[src/rtl/booth_div_seq.sv]
`timescale 1ns/1ps
// booth_div_seq -- sequential signed restoring divider.
//
// Divides a 2*TAM-bit signed dividend by a TAM-bit signed divisor and returns
// a quotient truncated toward zero plus a remainder whose sign follows the
// dividend. Every operation takes the same number of cycles, including the
// divide-by-zero and overflow cases: one PREP cycle, TAM CALC cycles and one
// FIX cycle after the accept edge.
//
// Ports:
//   clk    rising-edge clock
//   rst_n  asynchronous active-low reset
//   start  request, sampled only while idle
//   N      2*TAM-bit signed dividend
//   D      TAM-bit signed divisor
//   Q      TAM-bit signed quotient (truncated toward zero)
//   R      TAM-bit signed remainder (sign of N, |R| < |D|)
//   busy   high while a division is in flight
//   done   one-cycle pulse when Q/R/dz/ovf are updated
//   dz     divide-by-zero flag for the last result
//   ovf    quotient-overflow flag for the last result
module booth_div_seq #(
  parameter int TAM = 16
) (
  input  logic                    clk,
  input  logic                    rst_n,
  input  logic                    start,
  input  logic signed [2*TAM-1:0] N,
  input  logic signed [TAM-1:0]   D,
  output logic signed [TAM-1:0]   Q,
  output logic signed [TAM-1:0]   R,
  output logic                    busy,
  output logic                    done,
  output logic                    dz,
  output logic                    ovf
);

  localparam int CW = $clog2(TAM) + 1;

  typedef enum logic [1:0] {
    S_IDLE,
    S_PREP,
    S_CALC,
    S_FIX
  } state_t;

  state_t r_state;
  state_t w_next;

  // Latched operands
  logic signed [2*TAM-1:0] r_n;
  logic signed [TAM-1:0]   r_d;

  // Division working state
  logic [TAM-1:0] r_dabs;
  logic [TAM:0]   r_rem;   // partial remainder, one guard bit wide
  logic [TAM-1:0] r_lo;    // low dividend bits shift out, quotient bits shift in
  logic [CW-1:0]  r_cnt;
  logic           r_sq;
  logic           r_sr;
  logic           r_zero;
  logic           r_pre;

  // Result registers
  logic [TAM-1:0] r_q;
  logic [TAM-1:0] r_r;
  logic           r_done;
  logic           r_dz;
  logic           r_ovf;

  logic [2*TAM-1:0] w_nabs;
  logic [TAM-1:0]   w_dabs;
  logic [TAM+1:0]   w_diff;
  logic             w_qbit;
  logic             w_ovf;

  // Two's-complement sign application to an unsigned magnitude.
  function automatic logic [TAM-1:0] f_apply_sign(input logic [TAM-1:0] mag,
                                                  input logic           neg);
    return neg ? (~mag + 1'b1) : mag;
  endfunction

  // Quotient range check: positive results must stay below 2^(TAM-1),
  // negative results may reach exactly 2^(TAM-1).
  function automatic logic f_q_overflow(input logic [TAM-1:0] mag,
                                        input logic           neg,
                                        input logic           pre);
    logic w_big;
    w_big = neg ? (mag[TAM-1] & (|mag[TAM-2:0])) : mag[TAM-1];
    return pre | w_big;
  endfunction

  // Magnitudes: the most negative values map onto their exact unsigned
  // magnitude because the negation result is read back as unsigned.
  assign w_nabs = r_n[2*TAM-1] ? (~r_n + 1'b1) : r_n;
  assign w_dabs = r_d[TAM-1]   ? (~r_d + 1'b1) : r_d;

  // Trial subtract over TAM+2 bits so |D| = 2^(TAM-1) never wraps.
  assign w_diff = {r_rem, r_lo[TAM-1]} - {2'b00, r_dabs};
  assign w_qbit = ~w_diff[TAM+1];

  assign w_ovf = f_q_overflow(r_lo, r_sq, r_pre);

  always_ff @(posedge clk or negedge rst_n) begin
    if (!rst_n) begin
      r_state <= S_IDLE;
    end else begin
      r_state <= w_next;
    end
  end

  always_comb begin
    w_next = r_state;
    case (r_state)
      S_IDLE: if (start) w_next = S_PREP;
      S_PREP: w_next = S_CALC;
      S_CALC: if (r_cnt == CW'(TAM - 1)) w_next = S_FIX;
      S_FIX:  w_next = S_IDLE;
      default: w_next = S_IDLE;
    endcase
  end

  always_ff @(posedge clk or negedge rst_n) begin
    if (!rst_n) begin
      r_n    <= '0;
      r_d    <= '0;
      r_dabs <= '0;
      r_rem  <= '0;
      r_lo   <= '0;
      r_cnt  <= '0;
      r_sq   <= 1'b0;
      r_sr   <= 1'b0;
      r_zero <= 1'b0;
      r_pre  <= 1'b0;
      r_q    <= '0;
      r_r    <= '0;
      r_done <= 1'b0;
      r_dz   <= 1'b0;
      r_ovf  <= 1'b0;
    end else begin
      r_done <= 1'b0;
      case (r_state)
        // Accept: operands are frozen here, later input changes are ignored
        S_IDLE: begin
          if (start) begin
            r_n <= N;
            r_d <= D;
          end
        end
        // Prepare magnitudes, signs and the early overflow test
        S_PREP: begin
          r_dabs <= w_dabs;
          r_sq   <= r_n[2*TAM-1] ^ r_d[TAM-1];
          r_sr   <= r_n[2*TAM-1];
          r_zero <= (r_d == '0);
          r_pre  <= (w_nabs[2*TAM-1:TAM] >= w_dabs);
          r_rem  <= {1'b0, w_nabs[2*TAM-1:TAM]};
          r_lo   <= w_nabs[TAM-1:0];
          r_cnt  <= '0;
        end
        // One restoring step per cycle
        S_CALC: begin
          r_rem <= w_qbit ? w_diff[TAM:0] : {r_rem[TAM-1:0], r_lo[TAM-1]};
          r_lo  <= {r_lo[TAM-2:0], w_qbit};
          r_cnt <= r_cnt + 1'b1;
        end
        // Sign fix-up, error substitution and result publish
        S_FIX: begin
          r_done <= 1'b1;
          if (r_zero) begin
            r_dz  <= 1'b1;
            r_ovf <= 1'b0;
            r_q   <= '1;
            r_r   <= r_n[TAM-1:0];
          end else if (w_ovf) begin
            r_dz  <= 1'b0;
            r_ovf <= 1'b1;
            r_q   <= '0;
            r_r   <= '0;
          end else begin
            r_dz  <= 1'b0;
            r_ovf <= 1'b0;
            r_q   <= f_apply_sign(r_lo, r_sq);
            r_r   <= f_apply_sign(r_rem[TAM-1:0], r_sr);
          end
        end
        default: ;
      endcase
    end
  end

  assign Q    = r_q;
  assign R    = r_r;
  assign busy = (r_state != S_IDLE);
  assign done = r_done;
  assign dz   = r_dz;
  assign ovf  = r_ovf;

endmodule

[config.mk]
export PLATFORM = sky130hd
export DESIGN_NAME = booth_div_seq
export DESIGN_NICKNAME = d
export VERILOG_FILES = /design/src/rtl/booth_div_seq.sv
export SDC_FILE = /design/constraint.sdc
export NUM_CORES = 1
export LEC_CHECK = 0
export CORE_MARGIN = 10
export CORE_UTILIZATION = 55
export CTS_BUF_LIST = sky130_fd_sc_hd__clkbuf_2 sky130_fd_sc_hd__clkbuf_4 sky130_fd_sc_hd__clkbuf_8
export DETAILED_ROUTE_END_ITERATION = 8
export PLACE_DENSITY = 0.77
export REMOVE_ABC_BUFFERS = 1
export SLEW_MARGIN = 20
export SYNTH_ARGS = -nofsm -noshare
export SYNTH_HDL_FRONTEND = slang
export SYNTH_SLANG_ARGS = --single-unit
[constraint.sdc]
create_clock -name clk -period 3.9 [get_ports clk]
set_input_delay 0.78 -clock clk [delete_from_list [all_inputs] [get_ports clk]]
set_output_delay 0.78 -clock clk [all_outputs]
set_load 0.01 [all_outputs]
==> flow_metrics.tcl <==
set metrics [dict create \
    finClkSkew_ns 0.01247 \
    syn2layout_area_growth_pct 15.29 \
    startpoint_type "register" \
    worstSetupStartpoint "r_n[3]$_DFFE_PN0P_" \
    ioPinCount 87 \
    r2r_end "r_pre$_DFFE_PN0N_" \
    hold_ws_ns 0.3707 \
    antenna_found_initial 0 \
    slowest_stage "dfrtp_1" \
    drtIter0Drc 927 \
    reg2reg_depth 12 \
    port_buffers 86 \
    nets 1179 \
    async_flop_share_pct 100.0 \
    min_period_ns 3.601 \
    cts_buffers 17 \
    antenna_left 0 \
    path_max_fanout 6 \
    end_kind "register" \
    grt_pass1_vias 7611 \
    endpoint "r_pre$_DFFE_PN0N_" \
    reg2reg_from "r_n[3]$_DFFE_PN0P_" \
    most-common-layout-cells "143 x dfrtp_1, 85 x clkdlybuf4s50_1, 80 x nand2_1, 77 x nor2_1, 70 x a21oi_1" \
    multiInputGateArea_um2 5517 \
    drt-wirelength-per-cell_um 19.49 \
    r2r_slack_ns 0.30 \
    rows 47 \
    crit_path_max_incr_delay_ns 0.47 \
    worst_slew_pin_slew_ns 1.022 \
    syn-instance-count 1019 \
    grt_max_degree 104 \
    dr.pass1.iters 5 \
    final_hold_viol_count 0 \
    period_share_pct 92.34 \
    maxCapViolations 0 \
    path_buf_inv 0 \
    cp.required_ns 4.28 \
    gp_congestion 0.9219 \
    start_util_pct 56.63 \
    cp.depth 12 \
    finalMaxSlewViolations 0 \
    synth_edf_count 0 \
    drive_above_1_share_pct 12.12 \
    cts_hold_buf 0 \
    wirelength_um 25670 \
    crit_arrival_ns 3.98 \
    dpl.hpwl_um 18860 \
    p_leak_nw 4.528 \
    fin_area_um2 10900 \
    relSlewSlack_pct 31.89 \
    synth_cell_type_count 80 \
    fp.coreArea_um2 16700 \
    tns_ns 0 \
    postCtsSetupRepairBufs 0 \
    setup_violations 0 \
    placed_cell_area_um2 10510 \
    clockBufferDepth 2 \
    dp.cells 1285 \
    power_density_nw_per_um2 1049 \
    crit_top_cell "a21o_1" \
    crit_chain "nor4_4 > nand3_1 > or3_4 > o31ai_1 > xnor2_1 > ha_1 > a21o_1 > a21o_1 > a21o_1 > a211o_1 > a31o_2 > o211a_1" \
    routed_via_density 6.227 \
    avgSynthCellArea_um2 9.281 \
    n_antenna_cell 0 \
    final_common_cell "dfrtp_1" \
    cts_tree "done" \
    die_w_um 151.1 \
    root_buffer "clkbuf_8" \
    clk_latency_ns 0.48 \
    crit_type "reg2reg" \
    clock_sinks 143 \
    grt_setup_unrepaired "no" \
    groute.usage.overall_pct 22.53 \
    fin_cells 1317 \
    total_power_w 0.01144 \
    final-seq-area_um2 3578 \
    syn_area_um2 9458 \
    vias 8201 \
    fp.dieArea_um2 22840 \
    htree_levels 4 \
    fill_cells 1388 \
    ys.flop_type "dfrtp_1" \
    synth.yosys.seq_area_share_pct 37.84 \
    ys_warn_count 0 \
    fmax_ghz 0.2777 \
    drc 0 \
    cpLargestDelayFamily "compound AO/OA/AOI/OAI gates" \
    ir_worst_vdd_uv 462.1 \
    grt_pass1_wl_um 40760 \
    yosys_register_bits 143 \
    path_clk_slew_ns 0.09 \
    hold_path.class "in2async" \
    grt-ovfl-total 0 \
    status "complete, no violations" \
    dieHeight_um 151.1 \
]
## cells in the mapped netlist (18+ instances only)
cell type | instances | area (um^2)
dfrtp_1 | 143 | 3578
nand2_1 | 81 | 304.0
nor2_1 | 77 | 289.0
a21oi_1 | 70 | 350.3
mux2_2 | 62 | 698.2
o21ai_0 | 52 | 260.3
clkbuf_1 | 45 | 168.9
ha_1 | 43 | 538.0
inv_1 | 41 | 153.9
xnor2_1 | 40 | 350.3
nand3_1 | 38 | 190.2
xor2_1 | 35 | 306.5
nor3_1 | 25 | 125.1
o31ai_1 | 18 | 135.1
## per-layer routing
metal	track usage (%)	vias up	wire, um	share of wire, %
met5	0	-	0	0
met2	34.17	353	11690	46
li1	-	3860	-	-
met3	5.042	53	2191	8.5
met4	8.470	0	660	2.6
met1	30.80	3935	11120	43
## timing repair
item                                    4_1_cts  5_1_grt
gates resized for setup                       0        1
endpoints found under the setup margin        0        1
hold endpoints to repair                      0        0
## per-stage QoR
stage / setup WS [ns] / utilization (%)
5_1_grt: 0.09702 / 65.29
3_3_place_gp: 0.3795 / 62.91
6_report: 0.2986 / 65.29
4_1_cts: 0.2268 / 65.24
2_1_floorplan: 0.4365 / -
3_5_place_dp: 0.2489 / 62.91
## worst min-delay path by stage
stage	from	to	cells past startpoint
global route	rst_n	r_d[10]$_DFFE_PN0P_	1
finish	rst_n	r_d[10]$_DFFE_PN0P_	1
floorplan	rst_n	Q[0]$_DFFE_PN0P_	0
detailed placement	R[13]$_DFFE_PN0P_	R[13]$_DFFE_PN0P_	1
global placement	R[7]$_DFFE_PN0P_	R[7]$_DFFE_PN0P_	1
CTS	rst_n	r_d[10]$_DFFE_PN0P_	1
## registers in the layout (all words and copies together), names as in the netlist, 2 cells and up
register and count:
Q 16, r_lo 16, r_n 32, r_d 16
r_dabs 16, r_cnt 5, r_rem 17, r_state 2
R 16
## report_power, final
group	internal [W]	switching, W	total, W
combinational	0.00307	0.00392	0.00700
clock	0.000527	0.000668	0.00119
sequential	0.00224	0.00101	0.00325
total	0.00584	0.00560	0.0114
## kinds of logic after synthesis
group,synth area share [%]
AO/OA/AOI/OAI,19.83
XOR/XNOR,6.945
adder cells (fa/ha/maj),5.900
buffers and inverters,3.982
flip-flops,37.84
multiplexers,8.334
AND/OR/NAND/NOR,17.17
## area by class of cell
class,instances,share of cell area (%)
Timing Repair Buffer,101,9.053
Sequential cell,143,32.82
Inverter,42,1.446
Multi-Input combinational cell,779,50.59
Clock inverter,15,1.423
Tap cell,220,2.524
Clock buffer,17,2.146
(Power assumes the default switching activity.)
